[config.mk]
export PLATFORM = sky130hd
export DESIGN_NAME = field_frame_buffer_flat
export DESIGN_NICKNAME = d
export VERILOG_FILES = /design/src/rtl/field_pkg.sv /design/src/rtl/field_frame_buffer_if.sv /design/src/rtl/score_bcd.sv /design/src/rtl/field_frame_buffer.sv /design/src/flat_wrapper.sv
export SDC_FILE = /design/constraint.sdc
export NUM_CORES = 1
export LEC_CHECK = 0
export BUFFER_PORTS_ARGS = -buffer_cell sky130_fd_sc_hd__buf_2
export CORE_AREA = 3 3 350 352
export DETAILED_ROUTE_END_ITERATION = 6
export DIE_AREA = 0 0 353 355
export PLACE_DENSITY = 0.56
export SKIP_CTS_REPAIR_TIMING = 1
export SLEW_MARGIN = 10
export SYNTH_ARGS = -nofsm -noshare
export SYNTH_HDL_FRONTEND = slang
export SYNTH_SLANG_ARGS = --single-unit
[constraint.sdc]
create_clock -name iVGA_CLK -period 1.8 [get_ports iVGA_CLK]
set_input_delay 0.27 -clock iVGA_CLK [delete_from_list [all_inputs] [get_ports iVGA_CLK]]
set_output_delay 0.27 -clock iVGA_CLK [all_outputs]
set_load 0.02 [all_outputs]
[src/rtl/field_pkg.sv]
// Shared widths, FSM state type and the double-dabble step used by the
// field/score display buffer.
package field_pkg;
    localparam int FIELD_W    = 400;
    localparam int SCORE_W    = 32;
    localparam int BCD_DIGITS = 10;
    localparam int BCD_CYCLES = 32;
    localparam int BCD_W      = 4 * BCD_DIGITS;

    typedef enum logic {IDLE, PENDING} state_t;

    // One shift-add-3 step: correct every digit >= 5, then shift in the next binary bit.
    function automatic logic [BCD_W-1:0] dd_step(input logic [BCD_W-1:0] bcd, input logic b);
        logic [BCD_W-1:0] t;
        t = bcd;
        for (int i = 0; i < BCD_DIGITS; i++) begin
            if (t[4*i +: 4] >= 4'd5) t[4*i +: 4] = t[4*i +: 4] + 4'd3;
        end
        return {t[BCD_W-2:0], b};
    endfunction
endpackage

[src/rtl/field_frame_buffer_if.sv]
// Update handshake between game logic (master) and the frame buffer (slave).
interface field_frame_buffer_if;
    logic [field_pkg::FIELD_W-1:0] iField;
    logic [field_pkg::SCORE_W-1:0] iScore;
    logic                          iUpd_valid;
    logic                          oUpd_ready;

    modport master (output iField, iScore, iUpd_valid, input  oUpd_ready);
    modport slave  (input  iField, iScore, iUpd_valid, output oUpd_ready);
endinterface

[src/rtl/score_bcd.sv]
// Sequential binary-to-BCD converter (double dabble), one bit per cycle.
// The first step runs in the start cycle, so done rises 32 cycles after start.
// Only built when SCORE_BCD_EN is defined.
`ifdef SCORE_BCD_EN
module score_bcd
    import field_pkg::*;
(
    input  logic               iVGA_CLK,
    input  logic               iRST_n,
    input  logic               start,
    input  logic [SCORE_W-1:0] bin,
    output logic [BCD_W-1:0]   bcd,
    output logic               done
);
    logic [SCORE_W-1:0] sh;
    logic [BCD_W-1:0]   acc;
    logic [5:0]         cnt;

    // Load and take the first step on start, then one step per cycle until cnt empties.
    always_ff @(posedge iVGA_CLK or negedge iRST_n) begin
        if (!iRST_n) begin
            sh  <= '0;
            acc <= '0;
            cnt <= '0;
        end else if (start) begin
            acc <= dd_step('0, bin[SCORE_W-1]);
            sh  <= {bin[SCORE_W-2:0], 1'b0};
            cnt <= 6'(BCD_CYCLES - 1);
        end else if (cnt != 6'd0) begin
            acc <= dd_step(acc, sh[SCORE_W-1]);
            sh  <= {sh[SCORE_W-2:0], 1'b0};
            cnt <= cnt - 6'd1;
        end
    end

    assign bcd  = acc;
    assign done = (cnt == 6'd0);
endmodule
`endif

[src/rtl/field_frame_buffer.sv]
// Double-buffers field/score updates from game logic and releases them to the
// renderer only at a vertical-sync falling edge, so a frame never tears.
// Optional BCD score output: define SCORE_BCD_EN to build the converter;
// otherwise oScore_bcd stays 0 and commits need not wait for conversion.
module field_frame_buffer
    import field_pkg::*;
(
    input  logic                  iVGA_CLK,
    input  logic                  iRST_n,
    field_frame_buffer_if.slave   upd,
    input  logic                  iVS,
    output logic [FIELD_W-1:0]    oField,
    output logic [SCORE_W-1:0]    oScore,
    output logic [BCD_W-1:0]      oScore_bcd,
    output logic                  oCommit
);
    state_t             state_q, state_d;
    logic               vs_d, frame_start, capture, conv_done;
    logic [FIELD_W-1:0] shadow_field;
    logic [SCORE_W-1:0] shadow_score;
    logic [BCD_W-1:0]   bcd_res;

    assign upd.oUpd_ready = (state_q == IDLE);
    assign capture        = upd.iUpd_valid & upd.oUpd_ready;
    assign frame_start    = vs_d & ~iVS;

`ifdef SCORE_BCD_EN
    score_bcd u_bcd (
        .iVGA_CLK (iVGA_CLK),
        .iRST_n   (iRST_n),
        .start    (capture),
        .bin      (upd.iScore),
        .bcd      (bcd_res),
        .done     (conv_done)
    );
`else
    assign bcd_res   = '0;
    assign conv_done = 1'b1;
`endif

    // State register.
    always_ff @(posedge iVGA_CLK or negedge iRST_n) begin
        if (!iRST_n) state_q <= IDLE;
        else         state_q <= state_d;
    end

    // Next state and commit strobe: commit only at a frame start once BCD is ready.
    always_comb begin
        state_d = state_q;
        oCommit = 1'b0;
        case (state_q)
            IDLE:    if (capture) state_d = PENDING;
            PENDING: if (frame_start && conv_done) begin
                         oCommit = 1'b1;
                         state_d = IDLE;
                     end
            default: state_d = IDLE;
        endcase
    end

    // Delayed vsync for falling-edge detection; idles high.
    always_ff @(posedge iVGA_CLK or negedge iRST_n) begin
        if (!iRST_n) vs_d <= 1'b1;
        else         vs_d <= iVS;
    end

    // Shadow copy of the accepted update.
    always_ff @(posedge iVGA_CLK or negedge iRST_n) begin
        if (!iRST_n) begin
            shadow_field <= '0;
            shadow_score <= '0;
        end else if (capture) begin
            shadow_field <= upd.iField;
            shadow_score <= upd.iScore;
        end
    end

    // Display registers move only on a commit.
    always_ff @(posedge iVGA_CLK or negedge iRST_n) begin
        if (!iRST_n) begin
            oField     <= '0;
            oScore     <= '0;
            oScore_bcd <= '0;
        end else if (oCommit) begin
            oField     <= shadow_field;
            oScore     <= shadow_score;
            oScore_bcd <= bcd_res;
        end
    end
endmodule

[src/flat_wrapper.sv]
// flat-port wrapper written by rule: the top's interface ports become plain ports
module field_frame_buffer_flat import field_pkg::*;
  (iVGA_CLK, iRST_n, iVS, oField, oScore, oScore_bcd, oCommit, upd_iField, upd_iScore, upd_iUpd_valid, upd_oUpd_ready);
  field_frame_buffer_if upd_i ();
  input  logic iVGA_CLK;
  input  logic iRST_n;
  input  logic iVS;
  output logic [FIELD_W-1:0] oField;
  output logic [SCORE_W-1:0] oScore;
  output logic [BCD_W-1:0] oScore_bcd;
  output logic oCommit;
  input wire logic [$bits(upd_i.iField)-1:0] upd_iField;
  input wire logic [$bits(upd_i.iScore)-1:0] upd_iScore;
  input wire logic [$bits(upd_i.iUpd_valid)-1:0] upd_iUpd_valid;
  output wire logic [$bits(upd_i.oUpd_ready)-1:0] upd_oUpd_ready;
  assign upd_i.iField = upd_iField;
  assign upd_i.iScore = upd_iScore;
  assign upd_i.iUpd_valid = upd_iUpd_valid;
  assign upd_oUpd_ready = upd_i.oUpd_ready;
  field_frame_buffer u_core (.iVGA_CLK(iVGA_CLK), .iRST_n(iRST_n), .upd(upd_i), .iVS(iVS), .oField(oField), .oScore(oScore), .oScore_bcd(oScore_bcd), .oCommit(oCommit));
endmodule
==> flow_metrics.tcl <==
set metrics [dict create \
    violations "negative setup slack" \
    drive_above_1_share 0.5159 \
    peakVddDrop_mv 0.9963 \
    yosysMostFrequentCell "dfrtp_1" \
    synth_edf_count 0 \
    rr_worst_depth 5 \
    start_util 0.2712 \
    dp_hpwl_mm 64.75 \
    synth_area_leaders "dfrtp_1, mux2_2, mux2_1" \
    min_path_type "input pin to async pin" \
    synth-seq-cells 866 \
    fillers 11300 \
    timing.final.ws_setup_ps -252.0 \
    endpoint_kind "output port" \
    nets 3716 \
    drcViolationCount 0 \
    maxSlewViolCount 0 \
    synth_area_mm2 0.03245 \
    gp_congestion 0.7677 \
    cts-root-buf "clkbuf_16" \
    insertion_delay_ps 650 \
    synth-seq-area-share 0.6678 \
    die_y_um 355 \
    via_per_inst 4.165 \
    clock_sinks 866 \
    run_status "finished, violations left" \
    r2r_slack_ps -90 \
    max_freq_ghz 0.4873 \
    endpoint "oCommit" \
    ant_nets 0 \
    setup_viol 279 \
    h-tree-depth 3 \
    path_class "flip-flop to output port" \
    max_cap_violations 0 \
    rsz0062_at_grt "true" \
    grt_util_all_layers 0.1337 \
    coreArea_mm2 0.1197 \
    vias 20700 \
    netlist_instances 1872 \
    cts_tree "built" \
    reg2reg_from "u_core.vs_d$_DFF_PN1_" \
    grt_first_pass_wirelength_mm 128.7 \
    arrival_ps 1780 \
    drt_iter0_markers 796 \
    wirelength_mm 90.73 \
    synthArstFlopShare 1.000 \
    synth_top_area_cell "dfrtp_1" \
    hold_violations 0 \
    startpoint "u_core.vs_d$_DFF_PN1_" \
    num_rows 127 \
    synthTopCellsByCount "dfrtp_1, mux2_2, mux2_1, buf_4, buf_2" \
    leakage_nw 21.35 \
    fin_crit_sh 1.140 \
    grt_pass1_vias 20070 \
    crit_fanout 3 \
    path_clk_slew_ps 60 \
    startpoint_type "flip-flop" \
    clockBufferDepth 3 \
    r2r_end "u_core.oField[259]$_DFFE_PN0P_" \
    io_pins 910 \
    synth_top_cell_area_share 0.6670 \
    antenna_found_initial 4 \
    tns_ps -11840 \
    design.die.area_mm2 0.1253 \
    min_period_ps 2052 \
    dieWidth_um 353 \
    overflow 0 \
    synthDistinctLibCells 13 \
    drt-wirelength-per-cell_um 18.25 \
    worst_ep_required_time_ps 1530 \
    port_buffers 869 \
    postPlaceCellArea_mm2 0.03902 \
    cts-buffers-inserted 94 \
    finClkSkew_ps 25.23 \
    avgSynthCellArea_um2 17.34 \
    area_growth_syn_to_layout_pct 44.39 \
    drtPass1Iterations 4 \
    synth-warning-count 0 \
    grt_max_degree 90 \
    ys.flop_type "dfrtp_1" \
    finalInstanceArea_mm2 0.04686 \
    power-per-cell-area_mw_per_mm2 1480 \
]
## stage by stage
step	setup slack, ps	utilization	hold slack [ps]	std cells	power [mW]
after detailed placement	-15.21	0.3261	252.8	4347	49.39
after CTS	-638.9	0.3527	-485.3	4518	69.49
after global placement	17.53	0.3261	246.5	4347	48.97
after global routing	-366.6	0.3916	155.9	4970	72.96
after floorplan	317.6	-	-25.59	1911	40.84
final	-252.0	0.3916	202.0	4970	69.33
## layer usage
metal | track usage | wire length, um | vias to the layer above
met5 | 0 | 0 | -
met4 | 0.04662 | 2494 | 0
met3 | 0.04618 | 5698 | 145
met2 | 0.2285 | 46060 | 587
met1 | 0.1561 | 36470 | 10610
li1 | - | - | 9358
## where the power goes
part	total, mW	internal, mW	switching [mW]	leakage, nW
sequential	29.8	26.3	3.56	10.2
combinational	19.9	8.73	11.1	9.59
clock	19.7	11.7	7.98	1.57
## state kept, by name (all words and copies together), names as in the netlist
| register | count |
|---|---|
| u_core.oField | 400 |
| u_core.oScore | 32 |
| u_core.shadow_field | 400 |
| u_core.shadow_score | 32 |
| u_core.state_q | 1 |
| u_core.vs_d | 1 |
## placed cells by master, fill, tap and decap left out, drive strengths merged, types with 3 or more instances in the layout
cell / synthesis / layout
buf: 135 / 970
bufinv: 0 / 7
clkbuf: 1 / 143
clkinv: 0 / 21
conb: 1 / 40
dfrtp: 865 / 865
diode: 0 / 3
dlygate4sd3: 0 / 435
inv: 2 / 5
mux2: 864 / 864
## kinds of logic after synthesis
group,count (synthesis),synth area share
buffers and inverters,138,0.03161
multiplexers,864,0.2998
AO/OA/AOI/OAI,1,0.0002314
flip-flops,866,0.6678
AND/OR/NAND/NOR,2,0.0004243
other,1,0.0001156
## worst max-delay path: stages (launching register included)
cell      delay, ps
dfstp_2         510
nand3b_1        170
buf_12          190
buf_16          120
clkinv_4         30
buf_6           100
## how the worst min path moves through the flow
stage,to,cells past startpoint
2_1_floorplan,u_core.oField[0]$_DFFE_PN0P_,0
3_3_place_gp,u_core.shadow_field[316]$_DFFE_PN0P_,1
3_5_place_dp,u_core.shadow_field[58]$_DFFE_PN0P_,1
4_1_cts,u_core.shadow_field[58]$_DFFE_PN0P_,1
5_1_grt,u_core.shadow_field[58]$_DFFE_PN0P_,2
6_report,u_core.shadow_field[58]$_DFFE_PN0P_,2
## area by class of cell
type | count | area [um^2] | area share
flip-flops and latches | 866 | 21670 | 0.4625
repair buffers | 1409 | 10060 | 0.2147
multi-input cells | 907 | 9908 | 0.2114
clock buffers | 139 | 2765 | 0.05901
well taps | 1612 | 2017 | 0.04304
clock inverters | 32 | 414.1 | 0.008838
inverters | 2 | 12.51 | 0.0002670
diodes | 3 | 7.507 | 0.0001602
Note: power is estimated with default switching activity, not from simulation.
